## src/rtl/xmm_pkg.sv

```systemverilog
// Shared constants and types for the XMM fixed-point write-back path.
package xmm_pkg;
  localparam int NUM_REQ_DEF = 3;
  localparam int REQ_ALU     = 0;
  localparam int REQ_MUL     = 1;
  localparam int REQ_DIV     = 2;
  localparam int REG_AW      = 5;
  localparam int DATA_W      = 64;
  localparam int NUM_REGS    = 1 << REG_AW;

  // One registered write-back slot feeding the register file.
  typedef struct packed {
    logic              vld;
    logic [REG_AW-1:0] addr;
    logic [DATA_W-1:0] data;
  } wb_stage_t;
endpackage

```

## src/rtl/xmm_rr_arbiter.sv

```systemverilog
// Round-robin one-hot grant; search begins one past the last granted requester.
module xmm_rr_arbiter #(
  parameter int N  = 3,
  parameter int IW = (N > 1) ? $clog2(N) : 1
) (
  input  logic [N-1:0]  req,
  input  logic [IW-1:0] last_grant,
  output logic [N-1:0]  grant,
  output logic [IW-1:0] grant_idx
);
  logic [IW:0]   w_sum;
  logic [IW-1:0] w_idx;
  logic          w_found;

  always_comb begin
    grant     = '0;
    grant_idx = last_grant;
    w_found   = 1'b0;
    w_sum     = '0;
    w_idx     = '0;
    for (int i = 1; i <= N; i++) begin
      // last_grant < N and i <= N, so one subtraction is enough to wrap
      w_sum = {1'b0, last_grant} + (IW+1)'(i);
      if (w_sum >= (IW+1)'(N)) w_sum = w_sum - (IW+1)'(N);
      w_idx = w_sum[IW-1:0];
      if (!w_found && req[w_idx]) begin
        w_found      = 1'b1;
        grant[w_idx] = 1'b1;
        grant_idx    = w_idx;
      end
    end
  end
endmodule

```

## src/rtl/xmm_writeback_arbiter.sv

```systemverilog
// Arbitrates ALU/MUL/DIV results onto the single XMM register-file write port
// and tracks pending destinations in a busy scoreboard for issue hazards.
module xmm_writeback_arbiter
  import xmm_pkg::*;
#(
  parameter int NUM_REQ = NUM_REQ_DEF
) (
  input  logic                      clk,
  input  logic                      reset,
  input  logic [NUM_REQ-1:0]        req_valid,
  output logic [NUM_REQ-1:0]        req_ready,
  input  logic [NUM_REQ*REG_AW-1:0] req_addr,
  input  logic [NUM_REQ*DATA_W-1:0] req_data,
  input  logic                      issue_valid,
  input  logic [REG_AW-1:0]         issue_addr,
  output logic                      issue_ready,
  input  logic [REG_AW-1:0]         read_addr1,
  input  logic [REG_AW-1:0]         read_addr2,
  input  logic [REG_AW-1:0]         read_addr3,
  output logic                      hazard,
  output logic                      should_write,
  output logic [REG_AW-1:0]         write_addr,
  output logic [DATA_W-1:0]         write_data
);
  localparam int IW = (NUM_REQ > 1) ? $clog2(NUM_REQ) : 1;

  logic [NUM_REGS-1:1] r_busy;
  logic [IW-1:0]       r_last_grant;
  wb_stage_t           r_wb;

  logic [NUM_REGS-1:0] w_busy, w_busy_nxt;
  logic [NUM_REQ-1:0]  w_grant;
  logic [IW-1:0]       w_gidx;
  logic                w_xfer, w_issue;
  logic                w_haz1, w_haz2, w_haz3;
  logic [REG_AW-1:0]   w_addr_arr [NUM_REQ];
  logic [DATA_W-1:0]   w_data_arr [NUM_REQ];

  for (genvar g = 0; g < NUM_REQ; g++) begin : g_unpack
    assign w_addr_arr[g] = req_addr[g*REG_AW +: REG_AW];
    assign w_data_arr[g] = req_data[g*DATA_W +: DATA_W];
  end

  xmm_rr_arbiter #(.N(NUM_REQ), .IW(IW)) u_rr (
    .req        (req_valid),
    .last_grant (r_last_grant),
    .grant      (w_grant),
    .grant_idx  (w_gidx)
  );

  assign req_ready = reset ? w_grant : '0;
  assign w_xfer    = |req_ready;
  assign w_busy    = {r_busy, 1'b0};

  assign should_write = r_wb.vld && (r_wb.addr != '0);
  assign write_addr   = r_wb.addr;
  assign write_data   = r_wb.data;

  // A result sitting in the output stage is not yet readable from the file.
  assign w_haz1 = w_busy[read_addr1] || (should_write && write_addr == read_addr1 && read_addr1 != '0);
  assign w_haz2 = w_busy[read_addr2] || (should_write && write_addr == read_addr2 && read_addr2 != '0);
  assign w_haz3 = w_busy[read_addr3] || (should_write && write_addr == read_addr3 && read_addr3 != '0);
  assign hazard = w_haz1 || w_haz2 || w_haz3;

  assign issue_ready = !w_busy[issue_addr] && !hazard;
  assign w_issue     = issue_valid && issue_ready;

  // Clear first, then set, so a same-edge issue keeps the register busy.
  always_comb begin
    w_busy_nxt = w_busy;
    if (w_xfer)  w_busy_nxt[w_addr_arr[w_gidx]] = 1'b0;
    if (w_issue) w_busy_nxt[issue_addr] = 1'b1;
    w_busy_nxt[0] = 1'b0;
  end

  always_ff @(posedge clk or negedge reset) begin
    if (!reset) begin
      r_busy       <= '0;
      r_last_grant <= IW'(NUM_REQ-1);
      r_wb         <= '0;
    end else begin
      r_busy  <= w_busy_nxt[NUM_REGS-1:1];
      r_wb.vld <= w_xfer;
      if (w_xfer) begin
        r_last_grant <= w_gidx;
        r_wb.addr    <= w_addr_arr[w_gidx];
        r_wb.data    <= w_data_arr[w_gidx];
      end
    end
  end
endmodule

```

## config.mk

```make
export PLATFORM = sky130hd
export DESIGN_NAME = xmm_writeback_arbiter
export DESIGN_NICKNAME = d
export VERILOG_FILES = /design/src/rtl/xmm_pkg.sv /design/src/rtl/xmm_rr_arbiter.sv /design/src/rtl/xmm_writeback_arbiter.sv
export SDC_FILE = /design/constraint.sdc
export NUM_CORES = 1
export LEC_CHECK = 0
export ABC_AREA = 1
export CORE_ASPECT_RATIO = 1.25
export CORE_MARGIN = 2
export CORE_UTILIZATION = 30
export DETAILED_ROUTE_END_ITERATION = 12
export PLACE_DENSITY_LB_ADDON = 0.3
export REMOVE_ABC_BUFFERS = 1
export SYNTH_ARGS = -nofsm -noshare
export SYNTH_HDL_FRONTEND = slang
export SYNTH_SLANG_ARGS = --single-unit
export TNS_END_PERCENT = 20
```

## constraint.sdc

```tcl
create_clock -name clk -period 4.63 [get_ports clk]
set_clock_uncertainty 0.05 [all_clocks]
set_input_delay 0.926 -clock clk [delete_from_list [all_inputs] [get_ports clk]]
set_output_delay 0.926 -clock clk [all_outputs]
set_load 0.05 [all_outputs]
```

==> impl_results.md <==
- Status: finished clean
- Synthesized instance count: ~1300
- Layout Utilization: 41.7%
- RSZ-0062 raised after global routing: no
- Post-Syn Area: approximately 8500 um^2
- Port bufs: 307
- Crit Path Class: reg2out
- DRT antenna net count: 0
- Worst EP required: between 3 and 4 ns
- CTS Hold Bufs: 0
- CTS max path bufs: 2
- GP Congestion: around 1
- First-pass GRT wire length: roughly 50000 um
- Overflow left after global routing: 0
- Drt pass-1 iters: 5
- Largest stage delay, worst path: just under 0.8 ns
- DR vias: around 9000
- Final Hold Vio Count: 0
- Final Slew Violations: 0
- Die width: ~150 um
- Hold Path Class: reg2reg
- Worst-path cell with the longest stage delay: clkdlybuf4s50_1
- Vias in the first global route: 8865
- Row Count: 69
- Flops & latches, synth: 103
- GRT Overall Usage: between 20% and 30%
- Max-slew headroom: about 45%
- Crit. End Element: output port
- Share of cells above drive strength 1: 9.39%
- CP top delay family: buffers and inverters
- Total routed wirelength: approximately 33000 um
- Worst-path maximum fanout: 9
- WL/cell: ~18 um
- Setup TNS: 0 ns
- Clock Sinks: about 100
- Top-area cell type share of the netlist area: between 20 and 30%
- Crit path time final: 4.26 ns
- Count of different cell masters after synthesis: 33
- Final Cell Area: 11800 um^2
- Final setup violation count: 0
- Peak Freq: 0.235 GHz
- Initial Util: between 30 and 40%
- HPWL Detailed: around 26000 um
- Synth area leaders: dfrtp_1 30%, nand2_1 12%, nor2_1 7.4%, o31ai_2 7.2%, nand3_1 6.9%
- Startpoint types: register
- Hold Crit Start: r_busy[13]
- Critical path launch point: r_last_grant[0]
- 1st-iter DRT viols: 450
- Vias per cell: slightly below 5
- Number of fill cells: approximately 3000
- Setup Buffers After CTS: 0
- Area of the multi-input gates: approximately 4500 um^2
- Syn avg cell area: between 6 and 7 um^2
- Layout area overhead: 37.7%
- Period utilization: 92.1%
- CP most frequent cell: nand2_1
- WP buf/inv: 4
- Placed instance area: about 11000 um^2
- Io pins: 308
- Clk slew on worst S/H paths: roughly 0.080 ns
- Die H: ~190 um
- Initial antenna violation count: 5
- Post-route DRC: 0
- Total CTS buffers: 9
- Worst-Skew Late Latency: around 0.36 ns
- Area leader, netlist: dfrtp_1
- Total Nets Final: approximately 1700
- Core Area: 28200 um^2
- WP data arrival: 3.29 ns
- Ys Warns: 0
- Worst-Margin Slew: just over 0.8 ns
- Die area: roughly 30000 um^2
- Register area share after synthesis: about 30%
- # Max-Cap Violations: 0
- H-tree levels: 3
- Worst flop-to-flop path startpoint: r_last_grant[0]
- CTS root buf: clkbuf_16
- CTS tree: done
- Flip-flop and latch area: between 2000 and 3000 um^2
- Gates resized, CTS repair: 0
- Largest net degree at the start of global routing: 71
- Crit path cell chain: inv_2 > ha_1 > inv_4 > nand2_2 > nand3_2 > nand2_4 > nand2_4 > nor2_4 > nand2_1 > nand2_1 > nand2_1 > inv_1 > clkdlybuf4s50_1
-- metrics by stage --
| stage | setup slack [ns] | std cells | hold slack, ns |
|---|---|---|---|
| 2_1_floorplan | 0.454 | 1142 | 0.391 |
| 3_3_place_gp | 0.487 | 1831 | 0.404 |
| 3_5_place_dp | 0.509 | 1831 | 0.409 |
| 4_1_cts | 0.355 | 1846 | 0.427 |
| 5_1_grt | 0.128 | 1848 | 0.456 |
| 6_report | 0.367 | 1849 | 0.426 |
-- layer usage --
| layer | up-vias | GRT usage (%) | part of all wire, % |
|---|---|---|---|
| li1 | 4504 | - | - |
| met1 | 4242 | 26.2 | 40 |
| met2 | 347 | 37.5 | 48 |
| met3 | 58 | 5.82 | 8.5 |
| met4 | 4 | 8.83 | 3.4 |
| met5 | - | 0 | 0.081 |
-- cell usage after synthesis --
| cell type | instances |
|---|---|
| nand3_1 | 118 |
| inv_4 | 1 |
| clkinv_1 | 2 |
| nor2_4 | 5 |
| clkbuf_1 | 11 |
| nor2_1 | 168 |
| o22ai_1 | 13 |
| o21ai_2 | 2 |
| inv_2 | 8 |
| o31ai_1 | 15 |
| nand3_4 | 2 |
| dfrtp_1 | 102 |
| a21oi_1 | 10 |
| o31ai_2 | 49 |
| o21a_1 | 1 |
| inv_1 | 147 |
| buf_4 | 73 |
| nand2_1 | 273 |
| xor2_1 | 3 |
| nor3_1 | 8 |
| buf_6 | 9 |
| nand3_2 | 3 |
| dfstp_2 | 1 |
| nor2_2 | 9 |
| nand2_2 | 10 |
| buf_2 | 34 |
| o21ai_1 | 64 |
| o21ai_0 | 96 |
| nand2_4 | 3 |
| buf_1 | 1 |
| o211ai_1 | 14 |
| nand4_1 | 9 |
| ha_1 | 6 |
-- flip-flops by register name, summed over array words and instances, names as in the netlist --
register	cells
write_addr	5
write_data	64
r_last_grant	2
r_wb	1
r_busy	31
-- worst min-delay path, cell delays in order, from the launching register on --
cell and delay [ns]:
dfrtp_1 0.35, nand2_1 0.05, nand2_1 0.04
-- final cells by class --
class / instances / share of cell area [%]
antenna: 3 / 0.0638
clock buffer: 10 / 2.03
clock inverter: 5 / 0.415
inverter: 158 / 5.06
multi-input combinational: 881 / 38.4
sequential: 103 / 21.9
tap: 355 / 3.78
timing repair buffer: 334 / 28.3
-- logic make-up (layout without fill, tap and decap cells) --
kind of cell | after synthesis | in the layout | share of synthesized area [%]
AOI/OAI and AO/OA | 264 | 264 | 20.9
adders and majority gates | 6 | 6 | 0.879
and+or+nand+nor | 608 | 608 | 30.6
buffers and inverters | 286 | 507 | 17.1
DFF | 103 | 103 | 30.2
xor gates and xnor gates | 3 | 3 | 0.308
other | 0 | 3 | 0
-- placed cells by master (no fill, tap or decap), drive strengths merged --
master / count
o21a: 1
dfstp: 1
clkdlybuf4s50: 304
o22ai: 13
buf: 30
clkbuf: 10
xor2: 3
a21oi: 10
o211ai: 14
nand2: 286
diode: 3
clkinv: 3
nand3: 123
dfrtp: 102
o21ai: 162
nor2: 182
o31ai: 64
nor3: 8
ha: 6
inv: 160
nand4: 9
-- worst paths after layout --
path,endpoint,slack (ns),cells after the start
worst min-delay path,r_busy[13],0.43,2
worst min register to register,r_busy[13],0.43,2
worst max-delay path,req_ready[0],0.37,13
min in group asynchronous,r_busy[3],0.73,2
max in group asynchronous,write_data[44],2.54,3
worst max register to register,write_data[44],1.20,15
Power is not shown: default switching activity piles up to over one toggle a cycle in this logic, so the estimate is an artifact.
